$ cat src/rtl/i2c_rx_seq_ctrl.sv
// i2c_rx_seq_ctrl: sequences the 8-bit receive shifter of the I2C slave.
// It generates the bit tick, strobes the shifter 8 times per byte, runs the
// ACK/NACK slot, hands each byte to the consumer over valid/ready, and
// stretches SCL while the consumer still holds the previous byte.
module i2c_rx_seq_ctrl #(
    parameter int DIV   = 4,
    parameter int LEN_W = 8
) (
    input  logic             clk,
    input  logic             rst_n,
    input  logic             start,
    input  logic [LEN_W-1:0] len,
    input  logic             abort,
    output logic             shift_en,
    output logic             byte_strobe,
    output logic             ack_drive,
    output logic             scl_hold,
    output logic             rx_valid,
    input  logic             rx_ready,
    output logic             busy,
    output logic             done,
    output logic             aborted
);

    typedef enum logic [1:0] {S_IDLE, S_BIT, S_ACK, S_WAIT} state_t;

    // DIV is at most 255, so an 8-bit divider always suffices
    localparam logic [7:0] DIV_LAST = 8'(DIV - 1);

    state_t           state_q, state_d;
    logic [7:0]       div_cnt_q, div_cnt_d;
    logic [2:0]       bit_idx_q, bit_idx_d;
    logic [LEN_W-1:0] remaining_q, remaining_d;
    logic             rx_valid_q, rx_valid_d;
    logic             done_q, done_d;
    logic             aborted_q, aborted_d;

    logic tick;
    logic handshake;
    logic last_byte;

    assign tick      = (div_cnt_q == DIV_LAST);
    assign handshake = rx_valid_q && rx_ready;
    assign last_byte = (remaining_q == LEN_W'(1));

    // state and datapath registers
    always_ff @(posedge clk or negedge rst_n) begin
        if (!rst_n) begin
            state_q     <= S_IDLE;
            div_cnt_q   <= '0;
            bit_idx_q   <= '0;
            remaining_q <= '0;
            rx_valid_q  <= 1'b0;
            done_q      <= 1'b0;
            aborted_q   <= 1'b0;
        end else begin
            state_q     <= state_d;
            div_cnt_q   <= div_cnt_d;
            bit_idx_q   <= bit_idx_d;
            remaining_q <= remaining_d;
            rx_valid_q  <= rx_valid_d;
            done_q      <= done_d;
            aborted_q   <= aborted_d;
        end
    end

    // next-state, tick divider, byte counting and strobes
    always_comb begin
        state_d     = state_q;
        div_cnt_d   = div_cnt_q;
        bit_idx_d   = bit_idx_q;
        remaining_d = remaining_q;
        rx_valid_d  = rx_valid_q && !handshake;
        done_d      = 1'b0;
        aborted_d   = 1'b0;
        shift_en    = 1'b0;
        byte_strobe = 1'b0;
        scl_hold    = 1'b0;

        if (state_q != S_IDLE && abort) begin
            // abort wins over a coincident tick: no shift is issued
            state_d     = S_IDLE;
            div_cnt_d   = '0;
            bit_idx_d   = '0;
            remaining_d = '0;
            rx_valid_d  = 1'b0;
            aborted_d   = 1'b1;
            scl_hold    = (state_q == S_WAIT);
        end else begin
            case (state_q)
                S_IDLE: begin
                    div_cnt_d = '0;
                    bit_idx_d = '0;
                    if (start) begin
                        if (len != '0) begin
                            remaining_d = len;
                            state_d     = S_BIT;
                        end else begin
                            done_d = 1'b1;
                        end
                    end
                end
                S_BIT: begin
                    div_cnt_d = tick ? 8'd0 : div_cnt_q + 8'd1;
                    if (tick) begin
                        shift_en = 1'b1;
                        if (bit_idx_q == 3'd7) begin
                            byte_strobe = 1'b1;
                            rx_valid_d  = 1'b1;
                            bit_idx_d   = '0;
                            state_d     = S_ACK;
                        end else begin
                            bit_idx_d = bit_idx_q + 3'd1;
                        end
                    end
                end
                S_ACK: begin
                    div_cnt_d = tick ? 8'd0 : div_cnt_q + 8'd1;
                    if (tick) begin
                        if (!rx_valid_q || rx_ready) begin
                            remaining_d = remaining_q - LEN_W'(1);
                            if (last_byte) begin
                                state_d = S_IDLE;
                                done_d  = 1'b1;
                            end else begin
                                state_d = S_BIT;
                            end
                        end else begin
                            // consumer still owns the byte: stretch from this tick on
                            scl_hold = 1'b1;
                            state_d  = S_WAIT;
                        end
                    end
                end
                S_WAIT: begin
                    scl_hold = 1'b1;
                    if (handshake) begin
                        div_cnt_d   = '0;
                        remaining_d = remaining_q - LEN_W'(1);
                        if (last_byte) begin
                            state_d = S_IDLE;
                            done_d  = 1'b1;
                        end else begin
                            state_d = S_BIT;
                        end
                    end
                end
                default: state_d = S_IDLE;
            endcase
        end
    end

    // ACK on every byte but the last, held through any stretch
    assign ack_drive = (state_q == S_ACK || state_q == S_WAIT) && (remaining_q > LEN_W'(1));
    assign busy      = (state_q != S_IDLE);
    assign rx_valid  = rx_valid_q;
    assign done      = done_q;
    assign aborted   = aborted_q;

endmodule

$ cat config.mk
export PLATFORM = sky130hd
export DESIGN_NAME = i2c_rx_seq_ctrl
export DESIGN_NICKNAME = d
export VERILOG_FILES = /design/src/rtl/i2c_rx_seq_ctrl.sv
export SDC_FILE = /design/constraint.sdc
export NUM_CORES = 1
export LEC_CHECK = 0
export BUFFER_PORTS_ARGS = -buffer_cell sky130_fd_sc_hd__buf_4
export CAP_MARGIN = 20
export CORE_UTILIZATION = 50
export CTS_CLUSTER_DIAMETER = 200
export DETAILED_ROUTE_END_ITERATION = 10
export GPL_TIMING_DRIVEN = 1
export PLACE_DENSITY = 0.71
export SLEW_MARGIN = 25
export SYNTH_ARGS = -nofsm -noshare
export SYNTH_HDL_FRONTEND = slang
export SYNTH_SLANG_ARGS = --single-unit
$ cat constraint.sdc
create_clock -name clk -period 6.15 [get_ports clk]
set_input_delay 0.3075 -clock clk [delete_from_list [all_inputs] [get_ports clk]]
set_output_delay 0.3075 -clock clk [all_outputs]
set_load 0.01 [all_outputs]
Word-level counts from Yosys, hierarchy flattened
Cells that the tools add are included.

storage, ports and cells
  bits in registers = 24

cells by class
  add/subtract/negate cells = 3
  order comparisons = 1
  equal/unequal tests = 13
  mux-type cells = 49
  reductions and logical operators = 17

operator list
  cell                                                 count
  two-way mux 8 bit                                    9
  case mux 8 bit (3 select lines)                      2
  two-way mux 1 bit                                    23
  != test 3 bit (second input constant)                7
  two-way mux 2 bit                                    8
  AND reduction 6 bit                                  2
  two-way mux 3 bit                                    3
  adder 8 x 1 -> 8 bit (second input constant)         1
  == test 8 x 1 -> 1 bit (second input constant)       1
  == test 8 x 2 -> 1 bit (second input constant)       1
  > comparator 8 x 1 -> 1 bit (second input constant)  1
  case mux 2 bit (4 select lines)                      1
  nonzero test 8 bit                                   1
  subtractor 8 x 1 -> 8 bit (second input constant)    1
  case mux 3 bit (2 select lines)                      1
  == test 2 bit (second input constant)                2
  logical AND 1 bit                                    4
  nonzero test 4 bit                                   1
  adder 3 x 1 -> 3 bit (second input constant)         1
  == test 3 bit (second input constant)                1
  case mux 1 bit (3 select lines)                      1
  nonzero test 3 bit                                   1
  == test 2 x 1 -> 1 bit (second input constant)       1
  zero test 1 bit                                      2
  other kinds (6)                                      7

Depth between registers and ports, before layout
  word-level depth = 7
  gate-level depth with buffers = 9

Worst setup path before layout
OpenSTA, ideal clock, no wires.

  path kind = register to output
  start = reg div_cnt_q[0]
  end = out byte_strobe
  data arrival time = 1687 ps
  data required time = 5843 ps
  setup slack = 4156 ps
  cell stages (with the launch flop) = 6
  path buffers = 1
  cells stage by stage = dfrtp_1 ha_1 or3b_2 or2_1 buf_6 nor3_1

between the ends
  cells in the longest elaborated chain, start to end = 4

RTL lines
  element                 RTL line  text
  start, declared         31        logic [7:0] div_cnt_q, div_cnt_d;
  start signal, assigned  58        div_cnt_q <= div_cnt_d;
  == test 8 x 2 -> 1 bit  42        assign tick = (div_cnt_q == DIV_LAST);
  two-way mux 1 bit       105       if (tick) begin
  two-way mux 1 bit       90        case (state_q)
  two-way mux 1 bit       80        if (state_q != S_IDLE && abort) begin
  end, declared           15        output logic byte_strobe,

Every way passes these cells.

Final worst setup path
  start = reg state_q[1]
  end = reg remaining_q[7]

between the ends
  cells in the longest elaborated chain, start to end = 4
  elaborated cells between the ends (all ways) = 14

RTL lines
  element                                                        RTL line  text
  start, declared                                                30        state_t state_q, state_d;
  start signal, assigned                                         57        state_q <= state_d;
  nonzero test 2 bit                                             80
  logical AND 1 bit                                              80
  != test 3 bit (no line) or nonzero test 4 bit (tied branches)  --
  AND reduction 6 bit (no line)                                  --
  end signal, assigned                                           60        remaining_q <= remaining_d;
  end, declared                                                  33        logic [LEN_W-1:0] remaining_q, remaining_d;

Several ways; a longest one is shown, not always the timed one.
A chain may end at the register's enable or synchronous reset.

==> summary.md <==
| Metric | Value |
|---|---|
| Status | `finished clean` |
| FILL cells | `270` |
| Initial antenna violation count | `0` |
| WL/cell | `13.6 um` |
| Routability cong. | `0.885` |
| Root Buffer | `clkbuf_4` |
| Fin Clk Skew | `between 0.005 and 0.006 ns` |
| Residual DRC | `0` |
| Worst Path Arrival | `2.70 ns` |
| Max Slew Vio Count | `0` |
| Synthesized area | `0.00162 mm2` |
| Die Span Y | `58.9 um` |
| Post-route ant nets | `0` |
| Grt total ovfl | `0` |
| Layout Nets | `222` |
| Sequential element share of the synthesized area | `37.1%` |
| CP bufs+invs | `2` |
| Startpoint types | `register` |
| Setup TNS | `0 ns` |
| Diodes inserted | `0` |
| Peak per-stage delay on the critical path | `0.45 ns` |
| Die area | `roughly 0.0035 mm2` |
| Most used DFF post-synth | `dfrtp_1` |
| Routed vias | `1346` |
| Flops & latches, synth | `24` |
| Port Buf Inserts | `20` |
| Vias in the first global route | `1256` |
| Vias per Instance | `approximately 5.6` |
| Final setup fails | `0` |
| Syn-to-layout area delta | `13.4%` |
| Number of cell rows | `20` |
| Worst rel slew slack | `52.9%` |
| Endpoints failing hold | `0` |
| Reg2Reg Depth | `8` |
| Delay-heaviest family, CP | `simple AND/OR/NAND/NOR gates` |
| Core area | `0.00305 mm2` |
| CTS HTree Levels | `1` |
| Critical Path End Type | `register` |
| Crit path cell chain | `inv_1 > ha_1 > or2b_2 > clkinv_1 > a21oi_1 > nand4b_4 > nor2_1 > a22o_1` |
| WL final | `3.27 mm` |
| First-pass GRT wire length | `5.64 mm` |
| Worst r2r dst | `remaining_q[7]$_DFFE_PN0P_` |
| Worst Tran Pin Value | `between 0.7 and 0.8 ns` |
| Initial DRC Count | `between 60 and 70` |
| Max cap viols | `0` |
| Deepest clock path buffer count | `2` |
| Reg2Reg Setup Slack | `3.67 ns` |
| Hold Crit Class | `in2reg` |
| Worst skew pair latency | `0.32 ns` |
| WHS Path Cells | `3` |
| CTS tree | `built` |
| Avg Inst Size Synth | `around 9.1 um2` |
| Max VDD drop | `slightly above 200 uV` |
| Initial cell density of the core | `53.0%` |
| HP Start | `start` |
| Mapped Nets | `201` |
| Hold Path Sink | `done$_DFF_PN0_` |
| Min Clock Period, post-route | `2.48 ns` |
| Cell count after synthesis | `177` |
| Hpwl dp | `2.50 mm` |
| Share of post-route cells with drive strength above 1 | `18.8%` |
| Crit-path max FO | `14` |
| Worst path required time | `about 6.4 ns` |
| Leak pwr | `~0.84 nW` |
| CP Class | `reg2reg` |
| Warnings from Yosys | `0` |
| Period utilization | `40.4%` |
| Post-route insts no fill | `241` |
| Max frequency | `403 MHz` |
| Total GRT Usage | `21.4%` |
| Clock-pin slew on the worst setup and hold paths | `0.13 ns` |
| I/O pins | `21` |
| RSZ-0062 raised after global routing | `no` |
| Die X | `58.9 um` |
| Critical R2R Launch | `state_q[1]$_DFFE_PN0P_` |
| TritonCTS Buffers | `3` |
| Yosys cell types | `51` |
| Largest net degree at the start of global routing | `25` |
| EDFF count, synth | `0` |
| Drt pass-1 iters | `6` |
| Max stage delay cell, worst path | `dfrtp_1` |
| CTS Sinks | `24` |
| Inst Count DP | `around 240` |
| Pwr per Cell Area | `406 mW/mm2` |
| Asr flop ratio synth | `100%` |
[cell usage after synthesis, types with 4 or more instances]
| cell | number | area [um2] |
|---|---|---|
| ha_1 | 11 | 138 |
| nand4_1 | 4 | 25.0 |
| xnor2_1 | 5 | 43.8 |
| nor2_1 | 19 | 71.3 |
| inv_1 | 7 | 26.3 |
| dfrtp_1 | 24 | 601 |
| nand2_1 | 25 | 93.8 |
| a21oi_1 | 7 | 35.0 |
| a22o_1 | 4 | 35.0 |
| nand3_1 | 5 | 25.0 |
| o21ai_0 | 9 | 45.0 |
| xor2_1 | 6 | 52.6 |
[worst min-delay path, cell delays in order]
cell      delay [ns]
buf_4           0.11
nand2_1         0.06
a211oi_2        0.07
[report_power, final]
part	total, W	switching, W	internal (W)
combinational	0.000419	0.000242	0.000177
clock	0.0000846	0.0000484	0.0000362
sequential	0.000241	0.0000445	0.000197
[layer usage]
| metal | track usage (%) | wire length, um | vias to the layer above |
|---|---|---|---|
| met1 | 28.9 | 1570 | 641 |
| met5 | 0 | 0 | - |
| li1 | - | - | 669 |
| met2 | 34.4 | 1560 | 34 |
| met3 | 2.42 | 125 | 2 |
| met4 | 10.2 | 19 | 0 |
[per-stage QoR]
| step | total power, W | util [%] | cell area [um2] | hold WS (ns) | setup slack, ns |
|---|---|---|---|---|---|
| finish | 0.000745 | 60.1 | 1830 | 0.261 | 3.67 |
| global route | 0.000815 | 60.1 | 1830 | 0.269 | 3.45 |
| CTS | 0.000748 | 60.1 | 1830 | 0.253 | 3.66 |
| detailed placement | 0.000660 | 58.6 | 1790 | 0.225 | 3.69 |
| global placement | 0.000651 | 58.6 | 1790 | 0.218 | 3.82 |
| floorplan | 0.000577 | - | 1620 | 0.0119 | 4.16 |
[state kept, by name, summed over array words and instances (netlist names)]
name / cells
aborted: 1
bit_idx_q: 3
div_cnt_q: 8
done: 1
remaining_q: 8
rx_valid: 1
state_q: 2
[layout make-up]
type | count | area [um2] | share of cell area, %
flip-flops and latches | 24 | 601 | 32.7
multi-input cells | 140 | 952 | 51.9
well taps | 44 | 55.1 | 3.00
clock buffers | 4 | 36.3 | 1.98
inverters | 8 | 30.0 | 1.64
repair buffers | 21 | 160 | 8.73
[what timing repair did]
item | in CTS | in global routing
resized for setup | 0 | 0
setup buffers | 0 | 0
endpoints found under the hold margin | 24 | 0
hold buffers | 1 | 0
[kinds of logic (layout without fill, tap and decap cells)]
group | after synthesis | in the layout | synth area share [%]
flip-flops | 24 | 24 | 37.1
AO/OA/AOI/OAI | 43 | 43 | 19.7
XOR/XNOR | 11 | 11 | 5.95
buffers and inverters | 13 | 33 | 4.02
adder cells (fa/ha/maj) | 11 | 11 | 8.51
multiplexers | 1 | 1 | 0.619
AND/OR/NAND/NOR | 74 | 74 | 24.1
[placed cells by master, fill, tap and decap left out, drive strengths merged, types with 2 or more instances in the layout]
cell	synthesis	final
or2b	2	2
a21oi	7	7
a22o	4	4
nor4	3	3
nor2b	2	2
a31oi	2	2
or2	2	2
nand2	25	25
nand4	4	4
a211oi	2	2
buf	3	20
xnor2	5	5
dfrtp	24	24
nor2	19	19
o21ai	12	12
xor2	6	6
clkbuf	2	4
or4	2	2
o31ai	3	3
o21bai	2	2
ha	11	11
nand3	5	5
nor3	3	3
o211ai	3	3
inv	7	7
a21o	2	2
[worst max path at each step]
stage	startpoint	endpoint	slack, ns	cells past startpoint
after floorplan	div_cnt_q[0]$_DFFE_PN0P_	byte_strobe	4.16	5
after global placement	state_q[1]$_DFFE_PN0P_	remaining_q[7]$_DFFE_PN0P_	3.82	8
after detailed placement	state_q[1]$_DFFE_PN0P_	remaining_q[7]$_DFFE_PN0P_	3.69	8
after CTS	div_cnt_q[0]$_DFFE_PN0P_	byte_strobe	3.66	5
after global routing	state_q[0]$_DFFE_PN0P_	remaining_q[7]$_DFFE_PN0P_	3.45	8
final	state_q[1]$_DFFE_PN0P_	remaining_q[7]$_DFFE_PN0P_	3.67	8
Note: power is estimated with default switching activity, not from simulation.
